==> config.mk <==
export PLATFORM = sky130hd
export DESIGN_NAME = fetch_buffer_riscv
export DESIGN_NICKNAME = d
export VERILOG_FILES = /design/src/rtl/fetch_pkg.sv /design/src/rtl/fetch_fifo_flush.sv /design/src/rtl/fetch_buffer_riscv.sv
export SDC_FILE = /design/constraint.sdc
export NUM_CORES = 1
export LEC_CHECK = 0
export BUFFER_PORTS_ARGS = -buffer_cell sky130_fd_sc_hd__buf_2
export CORE_MARGIN = 5
export CORE_UTILIZATION = 50
export CTS_BUF_LIST = sky130_fd_sc_hd__clkbuf_16
export DETAILED_ROUTE_END_ITERATION = 10
export HOLD_SLACK_MARGIN = 0.03
export PLACE_DENSITY_LB_ADDON = 0.1
export SKIP_CTS_REPAIR_TIMING = 1
export SYNTH_ARGS = -nofsm -noshare
export SYNTH_HDL_FRONTEND = slang
export SYNTH_SLANG_ARGS = --single-unit
==> constraint.sdc <==
create_clock -name clk_i -period 4.9 [get_ports clk_i]
set_input_delay 0.735 -clock clk_i [delete_from_list [all_inputs] [get_ports clk_i]]
set_output_delay 0.735 -clock clk_i [all_outputs]
set_load 0.005 [all_outputs]
==> src/rtl/fetch_pkg.sv <==
// fetch_pkg: shared constants and types for the RISC-V fetch front end.
//   ILEN          instruction width (32)
//   PC_STEP       byte distance between consecutive fetch words (4)
//   ENTRY_PC_W    PC field width stored in a queue entry (upper bound on XLEN)
//   fetch_entry_t one prefetch-queue entry {pc, instr}
package fetch_pkg;

   localparam int unsigned ILEN       = 32;
   localparam int unsigned PC_STEP    = 4;
   localparam int unsigned ENTRY_PC_W = 64;

   typedef struct packed {
      logic [ENTRY_PC_W-1:0] pc;
      logic [ILEN-1:0]       instr;
   } fetch_entry_t;

   localparam fetch_entry_t ENTRY_ZERO = '{pc: 64'h0, instr: 32'h0};

endpackage

==> src/rtl/fetch_fifo_flush.sv <==
// fetch_fifo_flush: DEPTH-deep synchronous FIFO of fetch_entry_t with a
// single-cycle flush. Pointers wrap at DEPTH (power of two).
//   clk_i, rst_i   clock, asynchronous active-high reset
//   flush_i        empty the queue this cycle (wins over push)
//   push_i         write push_data_i at the tail (ignored when full)
//   pop_i          consume the head (ignored when empty)
//   head_o         head entry, all-zero while empty
//   valid_o        queue not empty
//   count_o        current occupancy
module fetch_fifo_flush
   import fetch_pkg::*;
#(
   parameter int unsigned DEPTH = 4
) (
   input  logic                       clk_i,
   input  logic                       rst_i,
   input  logic                       flush_i,
   input  logic                       push_i,
   input  fetch_entry_t               push_data_i,
   input  logic                       pop_i,
   output fetch_entry_t               head_o,
   output logic                       valid_o,
   output logic [$clog2(DEPTH+1)-1:0] count_o
);

   localparam int unsigned CW = $clog2(DEPTH+1);
   localparam int unsigned PW = $clog2(DEPTH);
   localparam logic [CW-1:0] FULL = CW'(DEPTH);

   fetch_entry_t  mem_q [DEPTH];
   logic [PW-1:0] wr_ptr_q, wr_ptr_d, rd_ptr_q, rd_ptr_d;
   logic [CW-1:0] count_q, count_d;
   logic          push_s, pop_s;

   assign push_s  = push_i && (count_q != FULL);
   assign pop_s   = pop_i && (count_q != {CW{1'b0}});
   assign valid_o = (count_q != {CW{1'b0}});
   assign count_o = count_q;

   // Pointer and occupancy next-state; flush returns the queue to empty.
   always_comb begin
      wr_ptr_d = wr_ptr_q;
      rd_ptr_d = rd_ptr_q;
      count_d  = count_q;
      if (flush_i) begin
         wr_ptr_d = {PW{1'b0}};
         rd_ptr_d = {PW{1'b0}};
         count_d  = {CW{1'b0}};
      end else begin
         if (push_s) wr_ptr_d = wr_ptr_q + PW'(1'b1);
         else        wr_ptr_d = wr_ptr_q;
         if (pop_s)  rd_ptr_d = rd_ptr_q + PW'(1'b1);
         else        rd_ptr_d = rd_ptr_q;
         case ({push_s, pop_s})
            2'b10:   count_d = count_q + CW'(1'b1);
            2'b01:   count_d = count_q - CW'(1'b1);
            default: count_d = count_q;
         endcase
      end
   end

   // Pointer and occupancy registers.
   always_ff @(posedge clk_i or posedge rst_i) begin
      if (rst_i) begin
         wr_ptr_q <= {PW{1'b0}};
         rd_ptr_q <= {PW{1'b0}};
         count_q  <= {CW{1'b0}};
      end else begin
         wr_ptr_q <= wr_ptr_d;
         rd_ptr_q <= rd_ptr_d;
         count_q  <= count_d;
      end
   end

   // Entry storage; unreset because a slot is only read after it was written.
   always_ff @(posedge clk_i) begin
      if (push_s && !flush_i) mem_q[wr_ptr_q] <= push_data_i;
   end

   // Head presentation, forced to zero while empty so outputs are defined.
   always_comb begin
      if (valid_o) head_o = mem_q[rd_ptr_q];
      else         head_o = ENTRY_ZERO;
   end

endmodule

==> src/rtl/fetch_buffer_riscv.sv <==
// fetch_buffer_riscv: RISC-V instruction-fetch front end with prefetch queue.
// Owns the PC, issues word-aligned requests to an in-order variable-latency
// memory, queues returned words with their PCs and hands them to decode.
// A redirect flushes the queue and marks all in-flight responses stale.
//   clk_i, rst_i                   clock, asynchronous active-high reset
//   branch_en_i, branch_pc_i       redirect request and target
//   imem_req_valid_o/ready_i/addr_o  fetch request channel
//   imem_rsp_valid_i, imem_rsp_data_i  in-order response channel
//   if_valid_o/ready_i, if_instr_o, if_pc_o  decode handshake
//   fetch_err_o                    misaligned-redirect pulse
// Build option FETCH_MISALIGN_CHECK_EN: reject redirects whose target is not
// word aligned and pulse fetch_err_o; otherwise the low two bits are cleared.
module fetch_buffer_riscv
   import fetch_pkg::*;
#(
   parameter int unsigned     XLEN     = 64,
   parameter int unsigned     DEPTH    = 4,
   parameter logic [XLEN-1:0] RESET_PC = {XLEN{1'b0}}
) (
   input  logic            clk_i,
   input  logic            rst_i,
   input  logic            branch_en_i,
   input  logic [XLEN-1:0] branch_pc_i,
   output logic            imem_req_valid_o,
   input  logic            imem_req_ready_i,
   output logic [XLEN-1:0] imem_req_addr_o,
   input  logic            imem_rsp_valid_i,
   input  logic [ILEN-1:0] imem_rsp_data_i,
   output logic            if_valid_o,
   input  logic            if_ready_i,
   output logic [ILEN-1:0] if_instr_o,
   output logic [XLEN-1:0] if_pc_o,
   output logic            fetch_err_o
);

   localparam int unsigned CW = $clog2(DEPTH+1);

   logic [XLEN-1:0] pc_q, pc_d, rsp_pc_q, rsp_pc_d, target_s;
   logic [CW-1:0]   inflight_q, inflight_d, drop_q, drop_d, count_s;
   logic [CW:0]     live_s;
   logic            redirect_s, req_fire_s, rsp_s, push_s, has_credit_s;
   fetch_entry_t    push_entry_s, head_s;

`ifdef FETCH_MISALIGN_CHECK_EN
   logic misalign_s;
   assign misalign_s  = branch_en_i && (branch_pc_i[1:0] != 2'b00);
   assign redirect_s  = branch_en_i && !misalign_s;
   assign target_s    = branch_pc_i;
   assign fetch_err_o = misalign_s;
`else
   assign redirect_s  = branch_en_i;
   assign target_s    = branch_pc_i & ~(XLEN'(2'b11));
   assign fetch_err_o = 1'b0;
`endif

   // Entries already owed to the queue: occupied slots plus live (non-stale)
   // requests. Saturating inflight guards the counter against wrap.
   assign live_s       = {1'b0, count_s} + ({1'b0, inflight_q} - {1'b0, drop_q});
   assign has_credit_s = (live_s < (CW+1)'(DEPTH)) && (inflight_q != {CW{1'b1}});

   assign imem_req_valid_o = has_credit_s && !branch_en_i && !rst_i;
   assign imem_req_addr_o  = pc_q;
   assign req_fire_s       = imem_req_valid_o && imem_req_ready_i;
   // A response with nothing outstanding is spurious and ignored.
   assign rsp_s            = imem_rsp_valid_i && (inflight_q != {CW{1'b0}});

   assign push_entry_s.pc    = ENTRY_PC_W'(rsp_pc_q);
   assign push_entry_s.instr = imem_rsp_data_i;

   // PC, response-PC and in-flight bookkeeping next-state.
   always_comb begin
      pc_d       = pc_q;
      rsp_pc_d   = rsp_pc_q;
      inflight_d = inflight_q;
      drop_d     = drop_q;
      push_s     = 1'b0;
      case ({req_fire_s, rsp_s})
         2'b10:   inflight_d = inflight_q + CW'(1'b1);
         2'b01:   inflight_d = inflight_q - CW'(1'b1);
         default: inflight_d = inflight_q;
      endcase
      if (redirect_s) begin
         // Every request still outstanding after this cycle is stale.
         pc_d     = target_s;
         rsp_pc_d = target_s;
         drop_d   = inflight_d;
      end else begin
         if (req_fire_s) pc_d = pc_q + XLEN'(PC_STEP);
         else            pc_d = pc_q;
         if (rsp_s && (drop_q != {CW{1'b0}})) begin
            drop_d = drop_q - CW'(1'b1);
         end else if (rsp_s) begin
            push_s   = 1'b1;
            rsp_pc_d = rsp_pc_q + XLEN'(PC_STEP);
         end else begin
            drop_d = drop_q;
         end
      end
   end

   // Front-end state registers.
   always_ff @(posedge clk_i or posedge rst_i) begin
      if (rst_i) begin
         pc_q       <= RESET_PC;
         rsp_pc_q   <= RESET_PC;
         inflight_q <= {CW{1'b0}};
         drop_q     <= {CW{1'b0}};
      end else begin
         pc_q       <= pc_d;
         rsp_pc_q   <= rsp_pc_d;
         inflight_q <= inflight_d;
         drop_q     <= drop_d;
      end
   end

   fetch_fifo_flush #(.DEPTH(DEPTH)) u_queue (
      .clk_i       (clk_i),
      .rst_i       (rst_i),
      .flush_i     (redirect_s),
      .push_i      (push_s),
      .push_data_i (push_entry_s),
      .pop_i       (if_ready_i),
      .head_o      (head_s),
      .valid_o     (if_valid_o),
      .count_o     (count_s)
   );

   assign if_instr_o = head_s.instr;
   assign if_pc_o    = head_s.pc[XLEN-1:0];

endmodule

Word-level counts from Yosys, hierarchy flattened
Memories as Yosys holds them, arrays and structs flattened.
Cells that the tools add are included.
{"block": "word_totals", "ramBits": 384, "elab_cells": 68, "regBits": 141, "n_memories": 1, "inputBits": 102, "output_inout_bits": 163}
{"block": "op_classes", "reduce_logical": 21, "muxes": 20, "n_addsub": 11, "n_lt_le_gt_ge": 1, "n_eq_ne": 7}
{"memory": "u_queue.mem_q", "words": 4, "word_bits": 96, "rd": 1, "rd_clocked_by_memory_dff": 0, "wr": 1, "line_no": "fetch_fifo_flush.sv:30", "rtl": "fetch_entry_t mem_q [DEPTH];"}
{"operator": "2-to-1 mux 64 bit", "count": 5}
{"operator": "adder 64 x 3 -> 64 bit (second input constant)", "count": 2}
{"operator": "2-to-1 mux 96 bit", "count": 1}
{"operator": "one-hot mux 3 bit (2 select lines)", "count": 2}
{"operator": "nonzero test 3 bit", "count": 4}
{"operator": "nonzero test 2 bit", "count": 5}
{"operator": "logical AND 1 bit", "count": 9}
{"operator": "2-to-1 mux 3 bit", "count": 3}
{"operator": "subtractor 3 x 1 -> 3 bit (second input constant)", "count": 3}
{"operator": "2-to-1 mux 2 bit", "count": 4}
{"operator": "adder 3 x 1 -> 3 bit (second input constant)", "count": 2}
{"operator": "inequality test 3 bit (second input constant)", "count": 2}
{"operator": "2-to-1 mux 1 bit", "count": 5}
{"operator": "adder 2 x 1 -> 2 bit (second input constant)", "count": 2}
{"operator": "adder 3 x 4 -> 4 bit", "count": 1}
{"operator": "equality test 2 x 1 -> 1 bit (second input constant)", "count": 2}
{"operator": "equality test 2 bit (second input constant)", "count": 2}
{"operator": "less-than comparator 4 x 3 -> 1 bit (second input constant)", "count": 1}
{"operator": "subtractor 3 x 3 -> 4 bit", "count": 1}
{"operator": "logical NOT 1 bit", "count": 2}
{"operator": "inequality test 2 bit (second input constant)", "count": 1}
{"operator": "AND reduction 2 bit", "count": 1}

Longest topological paths before layout
{"block": "logic_depth", "depth_word": 10, "depth_mapped": 18, "mapped_depth_nobuf": 16}

Cells and area by module
From an unflattened synthesis, not the netlist that was laid out.
{"block": "unflattened", "hier_cells": 1540, "hier_area_um2": 22753.1}
{"mod": "fetch_fifo_flush", "cells_per_inst": 672, "area_each_um2": 14995.6, "instances": 1, "seq_area_each_um2": 11706.2}
{"mod": "fetch_buffer_riscv", "cells_per_inst": 868, "area_each_um2": 7757.4, "instances": 1, "seq_area_each_um2": 3253.1}

Worst setup path before layout
No wires, ideal clock.
{"block": "synth_timing", "kind": "register to register", "start": "register drop_q[0]", "end": "memory u_queue.mem_q[0][0] (netlist bit), enable pin", "path_stages_with_launch": 8, "arrival_ns": 3.833, "setup_time_ns": 0.463, "synth_period_minus_slack_ns": 4.296, "slack_ns": 0.604, "required_ns": 4.437, "path_buffers": 1, "path_cell_list": "dfrtp_1 inv_1 ha_1 ha_1 o311ai_1 a311oi_1 clkbuf_1 and2_1"}
{"block": "synth_via", "elab_chain_len": 8}
{"element": "from (decl)", "line_no": "fetch_buffer_riscv.sv:39", "rtl": "logic [CW-1:0] inflight_q, inflight_d, drop_q, drop_d, count_s;"}
{"element": "from (signal assigned)", "line_no": "fetch_buffer_riscv.sv:107", "rtl": "drop_q <= {CW{1'b0}};"}
{"element": "from (signal assigned)", "line_no": "fetch_buffer_riscv.sv:112", "rtl": "drop_q <= drop_d;"}
{"element": "nonzero test 3 bit", "line_no": "fetch_buffer_riscv.sv:90", "rtl": "if (rsp_s && (drop_q != {CW{1'b0}})) begin"}
{"element": "logical AND 1 bit", "line_no": "fetch_buffer_riscv.sv:90"}
{"element": "2-to-1 mux 1 bit", "line_no": "fetch_buffer_riscv.sv:90"}
{"element": "2-to-1 mux 1 bit", "line_no": "fetch_buffer_riscv.sv:82", "rtl": "if (redirect_s) begin"}
{"element": "logical AND 1 bit", "line_no": "fetch_fifo_flush.sv:35", "rtl": "assign push_s = push_i && (count_q != FULL);"}
{"element": "logical AND 1 bit", "line_no": "fetch_fifo_flush.sv:77", "rtl": "if (push_s && !flush_i) mem_q[wr_ptr_q] <= push_data_i;"}
{"element": "2-to-1 mux 1 bit", "line_no": "fetch_fifo_flush.sv:77"}
{"element": "2-to-1 mux 1 bit (implied by the code)", "line_no": "fetch_fifo_flush.sv:77"}
{"element": "to (decl)", "line_no": "fetch_fifo_flush.sv:30"}
No other way between the ends.

Worst setup path after layout
{"block": "layout_timing", "start": "register inflight_q[1]", "end": "output imem_req_valid_o"}
{"block": "layout_via", "elab_chain_len": 6, "elab_cells_between_ends": 7, "classes_between": "add/sub: 2; order compare: 1; eq/ne: 1; reduce/logical: 3"}
{"element": "from (decl)", "line_no": "fetch_buffer_riscv.sv:39"}
{"element": "from (signal assigned)", "line_no": "fetch_buffer_riscv.sv:106", "rtl": "inflight_q <= {CW{1'b0}};"}
{"element": "from (signal assigned)", "line_no": "fetch_buffer_riscv.sv:111", "rtl": "inflight_q <= inflight_d;"}
{"element": "subtractor 3 x 3 -> 4 bit", "line_no": "fetch_buffer_riscv.sv:58", "rtl": "assign live_s = {1'b0, count_s} + ({1'b0, inflight_q} - {1'b0, drop_q});"}
{"element": "adder 3 x 4 -> 4 bit", "line_no": "fetch_buffer_riscv.sv:58"}
{"element": "less-than comparator 4 x 3 -> 1 bit", "line_no": "fetch_buffer_riscv.sv:59", "rtl": "assign has_credit_s = (live_s < (CW+1)'(DEPTH)) && (inflight_q != {CW{1'b1}});"}
{"element": "logical AND 1 bit (*)", "line_no": "fetch_buffer_riscv.sv:59"}
{"element": "logical AND 1 bit (*) (2 in series)", "line_no": "fetch_buffer_riscv.sv:61", "rtl": "assign imem_req_valid_o = has_credit_s && !branch_en_i && !rst_i;"}
{"element": "to (decl)", "line_no": "fetch_buffer_riscv.sv:24", "rtl": "output logic imem_req_valid_o,"}
Mark *: on every way between the ends. The rest lies on a longest branch, timed or not.

==> impl_summary.md <==
Clock tree
The H-tree was split into 2 levels. The clock transition at the registers of the reported paths is 0.06 ns. The tree built by TritonCTS fans out to roughly 510 sinks.

TritonCTS created 54 clock buffers. TritonCTS built the clock tree. The cell sitting at the root of the clock tree is a sky130_fd_sc_hd__clkbuf_16. The clock passes through at most 3 buffers. At the later pin of the worst-skew pair, clock insertion delay measures around 0.6 ns.

STA
Headroom to the max-slew limit came out at 29.84%. The worst hold slack is 0.3112 ns. The worst path meets setup with between 1 and 1.5 ns of slack. The final count of pins violating max slew is 0. The fmax is between 200 and 300 MHz. Setup violations remaining at the end of the flow were counted as 0. The worst clock skew is around 0.012 ns.

The worst path uses 78.60% of the clock period. The hold violation count in the final report is 0. Setup repair after global routing left no endpoint under its margin.

For the pin with the worst max-slew slack, the measured transition is 1.052 ns. The minimum period implied by the final worst setup slack is roughly 3.9 ns. Setup total negative slack on the finished layout was measured at 0 ns.

Setup path
Of all nets on the critical path, the largest fanout is 5. The data required time at the worst endpoint is about 4.2 ns. STA classifies the critical path startpoint as a flop. The most repeated library cell on the critical path is sky130_fd_sc_hd__inv_1. Among cell families on the critical path, the largest total delay comes from adder cells. The largest individual stage delay along the critical path comes from the cell sky130_fd_sc_hd__fa_1. The peak per-stage delay on the critical path is 0.56 ns. The critical path start-end classification is reg -> out. The buffer and inverter count on the worst path is 3. The worst setup path is captured at an output port. The signal on the critical path passes through inv_1 > fa_1 > inv_1 > ha_1 > and3b_1 > or4_1 > a21boi_0 > buf_2.

The arrival time of the worst setup path is ~3.1 ns.

Synth
The gate count of the mapped netlist is 1544. Synthesis inferred 513 register bits. For this run, the leading register cell type out of synthesis is sky130_fd_sc_hd__edfxtp_1. The adder-cell share of the synthesized area is roughly 1.0%. During synthesis, Yosys emitted a total of 0 warnings. Of the total synthesized cell area, the portion taken by XOR and XNOR cells is under 10%.

After synthesis, the largest family of logic cells by area is simple AND/OR/NAND/NOR gates. The area share of the largest cell type after synthesis is 50.31%. In this run, distinct cell masters in the synthesized netlist total 60.

Of the total synthesized cell area, the portion taken by AND, OR, NAND and NOR gates is between 10% and 20%. The post-synthesis instance area is 22440 sq um. The library cell with the largest summed area after synthesis is sky130_fd_sc_hd__edfxtp_1.

The mux cell area share after synthesis is 10.61%. The sequential cell area fraction in the yosys report is around 66%. The count of flip-flops with a built-in enable after synthesis is approximately 380. The synthesized area divided by synthesized cell count is roughly 15 sq um.

By area the synthesized netlist is led by sky130_fd_sc_hd__edfxtp_1, sky130_fd_sc_hd__dfrtp_1, sky130_fd_sc_hd__mux4_2. The area fraction in compound gates after synthesis is around 4.5%. After synthesis, the share of flip-flops with an asynchronous set or reset is 26.71%.

Power and ir drop
After layout, the design draws a total of about 12000 uW. IR analysis of the VDD net gives a maximum drop of 0.2593 mV. The static leakage is roughly 0.0095 uW. The total power per unit cell area is 454.2 nW/um^2.

Detailed routing
The routed design has 55.97 mm of wire. For this run, design rule violations remaining after detail routing come to 0. The via density per instance is 5.785. The first-pass iteration count of the detailed router is 5. After the first detailed-routing iteration, the DRC count stood at 1157.

Dividing the detail-routed wire length by the instance count gives 22.95 um. Once detail routing completed, the nets flagged for antenna violations numbered 0. Detailed routing inserted a total of roughly 14k vias.

Cells and area
The layout overhead on the synthesized area is 16.65%. In the final layout, the share of cells above drive strength 1 is 27.23%. The antenna diode count is 0. The final-stage net count is 1923.

Die
265 I/O pins were placed. Measured along the y axis, the die boundary spans 221.9 um. Once the floorplan was initialized, standard cells occupied 50.64% of the core. The core box area is 44320 sq um. Row generation in the floorplan step produced 77 rows. The width of the die is between 200 and 250 um. The die area is 49230 sq um.

Placement
The congestion estimate from routability-driven global placement came to 0.8866. The HPWL after detailed placement is 37.37 mm. Before CTS, the worst setup slack after placement is 1.125 ns. The port buffer count is 257.

Outcome
The run finished with clean final reports.

Job
The max-capacitance violation count is 0.

Global route
The met3 routing resource usage after global routing is 4.237%. The largest net degree at the start of global routing is 106. After global routing, the most crowded layer is met1. In the global route stage, met2 resource usage came out at 33.92%. The via count of the first global-routing pass was 14.18k.

The number of antenna violations at the first check in global routing is 1. The global-route usage over all layers is 22.53%. The global-route wire length before repair is 86.96 mm. The total overflow left after global routing is 0. In the global route stage, met1 resource usage came out at 34.26%.

Worst hold path
The worst min-delay path class is in -> async.
## sequential cells by signal, summed over array words and instances (netlist names)
signal	flops
u_queue.count_o	3
rsp_pc_q	62
u_queue.mem_q	376
u_queue.rd_ptr_q	2
drop_q	3
u_queue.wr_ptr_q	2
imem_req_addr_o	62
inflight_q	3
## cell type report
class                           instances  area [sq um]
Fill cell                            3569         18140
Sequential cell                       513         14730
Multi-Input combinational cell        922          7306
Timing Repair Buffer                  281          1531
Clock buffer                           59          1476
Tap cell                              592         740.7
Clock inverter                         39         270.3
Inverter                               33         128.9
## per-layer routing
| layer | vias to the layer above | routed length [um] |
|---|---|---|
| met5 | - | 11 |
| met4 | 2 | 1249 |
| met3 | 97 | 3994 |
| met2 | 515 | 25650 |
| met1 | 7115 | 25060 |
| li1 | 6380 | - |
## metrics by stage
stage          utilization, %  cells  instance area, sq um
5_1_grt                 59.07   2439                 26180
3_3_place_gp            55.13   2341                 24430
2_1_floorplan               -   1548                 22460
6_report                59.07   2439                 26180
3_5_place_dp            55.13   2341                 24430
4_1_cts                 59.07   2439                 26180
## cell usage in the layout, fill, tap and decap left out, drive strengths merged, types with 44 or more instances in the layout
cell type  netlist  routed
clkbuf          57      59
nand4           48      48
buf             23     281
mux4            94      94
xnor2           46      46
edfxtp         376     376
nor2            71      71
o21ai           68      68
dfrtp          137     137
and2           110     110
nand2          113     113
inv             32      44
nand3           68      68
## synth_stat cells (2+ instances only)
library cell / count
sky130_fd_sc_hd__buf_2: 10
sky130_fd_sc_hd__a21boi_1: 2
sky130_fd_sc_hd__nand2b_1: 6
sky130_fd_sc_hd__mux2i_1: 4
sky130_fd_sc_hd__dfrtp_1: 137
sky130_fd_sc_hd__buf_1: 8
sky130_fd_sc_hd__nand3_1: 68
sky130_fd_sc_hd__nor3_1: 24
sky130_fd_sc_hd__a211oi_1: 5
sky130_fd_sc_hd__clkbuf_1: 57
sky130_fd_sc_hd__or3_1: 10
sky130_fd_sc_hd__nor2b_1: 3
sky130_fd_sc_hd__or4_1: 8
sky130_fd_sc_hd__and4_1: 14
sky130_fd_sc_hd__nor2_1: 71
sky130_fd_sc_hd__nor4_4: 2
sky130_fd_sc_hd__mux2_2: 20
sky130_fd_sc_hd__nand3b_1: 2
sky130_fd_sc_hd__or2_2: 4
sky130_fd_sc_hd__or4_4: 2
sky130_fd_sc_hd__and3_1: 22
sky130_fd_sc_hd__and2_1: 108
sky130_fd_sc_hd__and2_0: 2
sky130_fd_sc_hd__o211ai_1: 16
sky130_fd_sc_hd__fa_1: 4
sky130_fd_sc_hd__a31oi_1: 9
sky130_fd_sc_hd__a21oi_1: 29
sky130_fd_sc_hd__o31a_1: 7
sky130_fd_sc_hd__a311oi_1: 3
sky130_fd_sc_hd__nand4_1: 47
sky130_fd_sc_hd__xor2_1: 42
sky130_fd_sc_hd__ha_1: 12
sky130_fd_sc_hd__buf_4: 5
sky130_fd_sc_hd__nand2_1: 113
sky130_fd_sc_hd__xnor2_1: 46
sky130_fd_sc_hd__o311ai_0: 9
sky130_fd_sc_hd__inv_1: 31
sky130_fd_sc_hd__a21boi_0: 9
sky130_fd_sc_hd__o21ai_0: 68
sky130_fd_sc_hd__nor4_1: 17
sky130_fd_sc_hd__mux4_2: 94
sky130_fd_sc_hd__edfxtp_1: 376
## where the power goes
part / internal (uW) / switching (uW)
Clock: 2320 / 1670
Sequential: 4990 / 386
Combinational: 1240 / 1290
Total: 8550 / 3340
## path summary, 6_finish.rpt
check / startpoint / end / slack [ns] / cells after the start
setup reg to reg: inflight_q[1]$_DFF_PP0_ / drop_q[2]$_DFFE_PP0P_ / 1.12 / 16
setup / recovery: inflight_q[1]$_DFF_PP0_ / imem_req_valid_o / 1.05 / 8
hold / removal: rst_i / inflight_q[1]$_DFF_PP0_ / 0.31 / 2
hold reg to reg: imem_req_addr_o[52]$_DFFE_PP0N_ / imem_req_addr_o[52]$_DFFE_PP0N_ / 0.56 / 1
min in group clk_i: imem_rsp_data_i[19] / u_queue.mem_q[0][19]$_DFFE_PP_ / 0.36 / 1
max in group asynchronous: rst_i / rsp_pc_q[29]$_DFFE_PP0P_ / 3.40 / 3
## cells by family (layout without fill, tap and decap cells)
logic type | count (synthesis) | after routing
adders and majority gates | 16 | 16
other | 1 | 5
buffers and inverters | 113 | 412
and+or+nand+nor | 532 | 532
AOI/OAI and AO/OA | 163 | 163
muxes | 118 | 118
xor gates and xnor gates | 88 | 88
DFF | 513 | 513
No activity file was read; power rests on OpenSTA's default activity.
